===== src/rtl/lpddr2_avl_arbiter.sv =====
// Two-master Avalon-MM burst arbiter in front of the LPDDR2 EMIF port.
// Whole bursts are granted round-robin once calibration succeeds; read data returns through an in-order tag FIFO.
module lpddr2_avl_arbiter #(
  parameter int ADDR_W   = 27,
  parameter int DATA_W   = 32,
  parameter int BURST_W  = 4,
  parameter int MAX_PEND = 4
) (
  input  logic                  clk_clk,
  input  logic                  reset_reset_n,
  input  logic                  local_init_done,
  input  logic                  local_cal_success,
  input  logic [ADDR_W-1:0]     m0_address,
  input  logic                  m0_read,
  input  logic                  m0_write,
  input  logic [DATA_W-1:0]     m0_writedata,
  input  logic [DATA_W/8-1:0]   m0_byteenable,
  input  logic [BURST_W-1:0]    m0_burstcount,
  output logic                  m0_waitrequest,
  output logic [DATA_W-1:0]     m0_readdata,
  output logic                  m0_readdatavalid,
  input  logic [ADDR_W-1:0]     m1_address,
  input  logic                  m1_read,
  input  logic                  m1_write,
  input  logic [DATA_W-1:0]     m1_writedata,
  input  logic [DATA_W/8-1:0]   m1_byteenable,
  input  logic [BURST_W-1:0]    m1_burstcount,
  output logic                  m1_waitrequest,
  output logic [DATA_W-1:0]     m1_readdata,
  output logic                  m1_readdatavalid,
  output logic [ADDR_W-1:0]     s_address,
  output logic                  s_read,
  output logic                  s_write,
  output logic [DATA_W-1:0]     s_writedata,
  output logic [DATA_W/8-1:0]   s_byteenable,
  output logic [BURST_W-1:0]    s_burstcount,
  input  logic                  s_waitrequest,
  input  logic [DATA_W-1:0]     s_readdata,
  input  logic                  s_readdatavalid,
  output logic [1:0]            grant
);

  localparam int PTR_W = (MAX_PEND > 1) ? $clog2(MAX_PEND) : 1;
  localparam int CNT_W = PTR_W + 1;
  localparam logic [BURST_W-1:0] ONE_B   = BURST_W'(1);
  localparam logic [PTR_W-1:0]   PTR_ONE = PTR_W'(1);
  localparam logic [CNT_W-1:0]   CNT_ONE = CNT_W'(1);
  localparam logic [CNT_W-1:0]   DEPTH_C = CNT_W'(MAX_PEND);

  typedef enum logic [1:0] {
    ST_IDLE = 2'd0,
    ST_RD   = 2'd1,
    ST_WR   = 2'd2
  } state_e;

  state_e               state_q, state_d;
  logic [1:0]           grant_q, grant_d;
  logic                 pref_q, pref_d;
  logic [BURST_W-1:0]   cnt_q, cnt_d;
  logic                 first_q, first_d;
  logic                 mem_ready_q;

  logic                 fifo_id_q [MAX_PEND];
  logic [BURST_W-1:0]   fifo_bc_q [MAX_PEND];
  logic [PTR_W-1:0]     wr_ptr_q, rd_ptr_q;
  logic [CNT_W-1:0]     count_q;
  logic [BURST_W-1:0]   rd_beat_q;

  logic                 owner_s, fifo_full_s, fifo_empty_s;
  logic                 req0_s, req1_s, win_s, win_wr_s;
  logic                 push_s, pop_s, rdv_s, head_id_s;
  logic [BURST_W-1:0]   head_len_s, rem_s;

  // A burstcount of zero is treated as a single beat.
  function automatic logic [BURST_W-1:0] beats_f(input logic [BURST_W-1:0] bc);
    beats_f = (bc == '0) ? ONE_B : bc;
  endfunction

  assign owner_s      = grant_q[1];
  assign fifo_full_s  = (count_q == DEPTH_C);
  assign fifo_empty_s = (count_q == '0);
  assign req0_s       = m0_write | (m0_read & ~fifo_full_s);
  assign req1_s       = m1_write | (m1_read & ~fifo_full_s);
  assign win_s        = (req0_s & req1_s) ? pref_q : req1_s;
  assign win_wr_s     = win_s ? m1_write : m0_write;

  assign s_address    = owner_s ? m1_address    : m0_address;
  assign s_writedata  = owner_s ? m1_writedata  : m0_writedata;
  assign s_byteenable = owner_s ? m1_byteenable : m0_byteenable;
  assign s_burstcount = owner_s ? m1_burstcount : m0_burstcount;
  assign s_read       = (state_q == ST_RD) & (owner_s ? m1_read  : m0_read);
  assign s_write      = (state_q == ST_WR) & (owner_s ? m1_write : m0_write);

  assign m0_waitrequest = ~((state_q != ST_IDLE) & grant_q[0]) | s_waitrequest;
  assign m1_waitrequest = ~((state_q != ST_IDLE) & grant_q[1]) | s_waitrequest;
  assign grant          = grant_q;

  assign head_id_s        = fifo_id_q[rd_ptr_q];
  assign head_len_s       = beats_f(fifo_bc_q[rd_ptr_q]);
  assign rdv_s            = s_readdatavalid & ~fifo_empty_s;
  assign pop_s            = rdv_s & ((rd_beat_q + ONE_B) == head_len_s);
  assign m0_readdatavalid = rdv_s & ~head_id_s;
  assign m1_readdatavalid = rdv_s & head_id_s;
  assign m0_readdata      = s_readdata;
  assign m1_readdata      = s_readdata;

  // Arbitration and burst tracking next-state logic.
  always_comb begin
    state_d = state_q;
    grant_d = grant_q;
    pref_d  = pref_q;
    cnt_d   = cnt_q;
    first_d = first_q;
    push_s  = 1'b0;
    rem_s   = cnt_q;
    case (state_q)
      ST_IDLE: begin
        if (mem_ready_q && (req0_s || req1_s)) begin
          grant_d = win_s ? 2'b10 : 2'b01;
          pref_d  = ~win_s;
          first_d = 1'b1;
          state_d = win_wr_s ? ST_WR : ST_RD;
        end else begin
          grant_d = 2'b00;
        end
      end
      ST_RD: begin
        if (s_read && !s_waitrequest) begin
          push_s  = 1'b1;
          state_d = ST_IDLE;
          grant_d = 2'b00;
        end else begin
          state_d = ST_RD;
        end
      end
      ST_WR: begin
        // The master's burstcount is only valid on the first beat, so it is captured there.
        rem_s = first_q ? beats_f(s_burstcount) : cnt_q;
        if (s_write && !s_waitrequest) begin
          first_d = 1'b0;
          if (rem_s == ONE_B) begin
            state_d = ST_IDLE;
            grant_d = 2'b00;
          end else begin
            cnt_d = rem_s - ONE_B;
          end
        end else begin
          state_d = ST_WR;
        end
      end
      default: begin
        state_d = ST_IDLE;
        grant_d = 2'b00;
      end
    endcase
  end

  // Arbiter state registers and calibration gate.
  always_ff @(posedge clk_clk or negedge reset_reset_n) begin
    if (!reset_reset_n) begin
      state_q     <= ST_IDLE;
      grant_q     <= 2'b00;
      pref_q      <= 1'b0;
      cnt_q       <= '0;
      first_q     <= 1'b0;
      mem_ready_q <= 1'b0;
    end else begin
      state_q     <= state_d;
      grant_q     <= grant_d;
      pref_q      <= pref_d;
      cnt_q       <= cnt_d;
      first_q     <= first_d;
      mem_ready_q <= local_init_done & local_cal_success;
    end
  end

  // Read tag FIFO: one entry per accepted read command, popped on its last returning beat.
  always_ff @(posedge clk_clk or negedge reset_reset_n) begin
    if (!reset_reset_n) begin
      wr_ptr_q  <= '0;
      rd_ptr_q  <= '0;
      count_q   <= '0;
      rd_beat_q <= '0;
      for (int i = 0; i < MAX_PEND; i++) begin
        fifo_id_q[i] <= 1'b0;
        fifo_bc_q[i] <= '0;
      end
    end else begin
      if (push_s) begin
        fifo_id_q[wr_ptr_q] <= owner_s;
        fifo_bc_q[wr_ptr_q] <= s_burstcount;
        wr_ptr_q            <= wr_ptr_q + PTR_ONE;
      end
      if (pop_s) begin
        rd_ptr_q  <= rd_ptr_q + PTR_ONE;
        rd_beat_q <= '0;
      end else if (rdv_s) begin
        rd_beat_q <= rd_beat_q + ONE_B;
      end
      case ({push_s, pop_s})
        2'b10:   count_q <= count_q + CNT_ONE;
        2'b01:   count_q <= count_q - CNT_ONE;
        default: count_q <= count_q;
      endcase
    end
  end

endmodule


===== config.mk =====
export PLATFORM = sky130hd
export DESIGN_NAME = lpddr2_avl_arbiter
export DESIGN_NICKNAME = d
export VERILOG_FILES = /design/src/rtl/lpddr2_avl_arbiter.sv
export SDC_FILE = /design/constraint.sdc
export NUM_CORES = 1
export LEC_CHECK = 0
export CELL_PAD_IN_SITES_DETAIL_PLACEMENT = 2
export CELL_PAD_IN_SITES_GLOBAL_PLACEMENT = 2
export CORE_MARGIN = 4
export CORE_UTILIZATION = 17
export CTS_CLUSTER_SIZE = 30
export DETAILED_ROUTE_END_ITERATION = 8
export PLACE_DENSITY = 0.9
export SETUP_SLACK_MARGIN = 0.1
export SYNTH_ARGS = -nofsm -noshare
export SYNTH_HDL_FRONTEND = slang
export SYNTH_SLANG_ARGS = --single-unit

===== constraint.sdc =====
create_clock -name clk_clk -period 6.3 [get_ports clk_clk]
set_input_delay 0.63 -clock clk_clk [delete_from_list [all_inputs] [get_ports clk_clk]]
set_output_delay 0.63 -clock clk_clk [all_outputs]
set_load 0.01 [all_outputs]

==> impl_metrics.csv <==
group,metric,value,unit
clock_tree,clock-sinks,42,
clock_tree,clk_pin_slew,0.06,ns
critical_path,crit_fanout,78,
sta,max_slew_margin,0.317,
sta,clock.fmax,0.295,GHz
layout,fillerInstances,2284,
critical_path,worstSetupEndpointType,"flop",
drt,remaining_drc_errors,0,
sta,finalHoldViolCount,0,
drt,drt_iter0_markers,98,
grt,grt_usage,0.129,
drt,drtAntennaViolNets,0,
sta,fin_skew,0.00454,ns
floorplanning,die_area,23300,um^2
synthesis,synthFlopType,"dfrtp_1",
critical_path,crit_family,"flip-flops",
clock_tree,htree_levels,2,
critical_path,critPathMaxStageDelay,1.07,ns
sta,hold_slack,0.497,ns
floorplanning,die_w,153,um
floorplanning,die_y,153,um
layout,layout.nets,694,
sta,tightest_slew,1.03,ns
pwr,total_power,1.85,mW
flow_run,drv_cap,0,
clock_tree,cts_resized,0,
synthesis,synth-seq-cells,42,
critical_path,crit_buf_inv,2,
synthesis,synth_area_per_cell,9.73,um^2
synthesis,yosysSeqAreaShare,0.295,
pwr,powerDensity,326,nW/um^2
synthesis,synth_edf_count,0,
drt,dr.pass1.iters,4,
clock_tree,cts-hold-fix-buffers,0,
clock_tree,cts_tree,"done",
placement,gp_congestion,0.764,
drt,vias,3148,
drt,wl_per_cell,19.6,um
critical_path,crit_chain,"mux2i_1 -> inv_1 -> o21ai_0 -> a21oi_1 -> inv_1 -> ha_1 -> nand3_1 -> nand3_1 -> a21oi_1 -> a211oi_1",
layout,diodes,0,
clock_tree,clk_path_buf_depth,2,
worst_hold_path,worstHoldPathType,"in -> async",
grt,grt-ovfl-total,0,
drt,via_per_inst,4.04,
floorplanning,num_io_pins,315,
sta,layout_setup_ws,2.92,ns
sta,post-route-period-util,0.537,
clock_tree,root_buffer,"clkbuf_16",
sta,tns,0,ns
layout,layout_common_cells,"217 x clkdlybuf4s50_1, 68 x mux2_2, 41 x dfrtp_1, 32 x nor2_1, 22 x a21oi_1",
pwr,vdd_drop_max,0.000126,V
floorplanning,start_util,0.174,
grt,grt_pass1_wl,23400,um
pwr,p_leak,2.23,nW
placement,preCtsSetupSlack,2.90,ns
sta,slew_violations,0,
placement,port_buffers,218,
sta,grt_setup_unrepaired,"false",
layout,final_layout_size_suffix_gt1_frac,0.176,
run_status,outcome,"finished, final reports clean",
sta,setup_viol,0,
grt,grt_max_degree,79,
grt,grt_pass1_vias,3851,
synthesis,ys_types,46,
critical_path,crit_slowest_cell,"dfrtp_4",
sta,period_minus_slack,3.38,ns
clock_tree,clock_latency,0.29,ns
critical_path,crit_required,6.49,ns
clock_tree,cts_setup_buffers,0,
synthesis,synth_async_sr_flop_share,1.00,
floorplanning,coreArea,20400,um^2
synthesis,yosysWarnings,0,
critical_path,start_kind,"flop",
clock_tree,cts_buffers,5,
layout,syn_to_final_growth,59.7,%
critical_path,path_class,"reg -> reg",
synthesis,synthesis.nets,551,
drt,wl,15300,um
grt,antenna_found_initial,0,
critical_path,arrival,3.57,ns
floorplanning,rows,52,
synthesis,syn_area,3560,um^2
synthesis,netlist_instances,366,
placement,hpwl,12800,um
layout,layout_commonest_cell,"clkdlybuf4s50_1",
cell usage after synthesis, types with 6 or more instances:
cell type,count,area share
inv_1,14,0.015
nor2_1,32,0.034
mux2_2,68,0.22
nand2_1,13,0.014
mux2i_1,8,0.022
and2_1,6,0.011
buf_2,6,0.0084
ha_1,8,0.028
buf_4,64,0.13
a21oi_1,22,0.031
o21ai_0,12,0.017
buf_1,6,0.0063
xnor2_1,7,0.017
dfrtp_1,42,0.30
clkbuf_1,6,0.0063
kinds of logic (layout without fill, tap and decap cells):
family | count (synthesis) | count (layout) | synth area share
flip-flops | 42 | 42 | 0.295
buffers and inverters | 97 | 241 | 0.174
multiplexers | 82 | 82 | 0.275
AND/OR/NAND/NOR | 74 | 74 | 0.106
adder cells (fa/ha/maj) | 9 | 9 | 0.0337
AO/OA/AOI/OAI | 50 | 50 | 0.0819
XOR/XNOR | 12 | 12 | 0.0337
path summary, 6_finish.rpt:
kind,startpoint,endpoint,slack (ns),depth (start not counted)
max,grant[1],cnt_q[3],2.92,10
min,reset_reset_n,rd_beat_q[0],0.50,1
max reg2reg,grant[1],cnt_q[3],2.92,10
min reg2reg,fifo_id_q[1],fifo_id_q[1],0.50,1
max in group asynchronous,reset_reset_n,grant[1],5.05,1
min in group clk_clk,fifo_id_q[1],fifo_id_q[1],0.50,1
flip-flops by register name, indices dropped and copies added, names as in the netlist, 2 cells and up:
| name | flops |
|---|---|
| fifo_bc_q | 16 |
| wr_ptr_q | 2 |
| fifo_id_q | 4 |
| count_q | 3 |
| grant | 2 |
| cnt_q | 4 |
| state_q | 2 |
| rd_ptr_q | 2 |
| rd_beat_q | 4 |
layout make-up:
cell class / instances / area, um^2 / area share
Clock buffer: 6 / 129 / 0.0227
Tap cell: 270 / 338 / 0.0594
Multi-Input combinational cell: 227 / 1890 / 0.332
Sequential cell: 42 / 1050 / 0.186
Clock inverter: 2 / 37.5 / 0.00660
Timing Repair Buffer: 219 / 2180 / 0.384
Inverter: 14 / 52.6 / 0.00924
metal layers:
metal / GRT usage / share of wire
met4: 0.0229 / 0.0079
met3: 0.0432 / 0.075
met1: 0.139 / 0.37
met2: 0.245 / 0.55
met5: 0 / 0
through the flow:
stage               cells  cell area, um^2   util
finish                780             5690  0.278
global route          780             5690  0.278
CTS                   780             5690  0.278
detailed placement    772             5520  0.270
global placement      772             5520  0.270
floorplan             366             3560      -
report_power, final:
group	switching [mW]	internal, mW	total, mW
logic	0.444	0.576	1.02
clock network	0.108	0.187	0.295
registers	0.166	0.372	0.538
total	0.718	1.14	1.85
worst reg2reg max path, cell delays in order, from the launching register on:
cell and delay, ns:
dfrtp_4 1.07, mux2i_1 0.70, inv_1 0.14, o21ai_0 0.20, a21oi_1 0.13, inv_1 0.11
ha_1 0.14, nand3_1 0.14, nand3_1 0.27, a21oi_1 0.12, a211oi_1 0.26
Power figures use the tool's default switching activity.
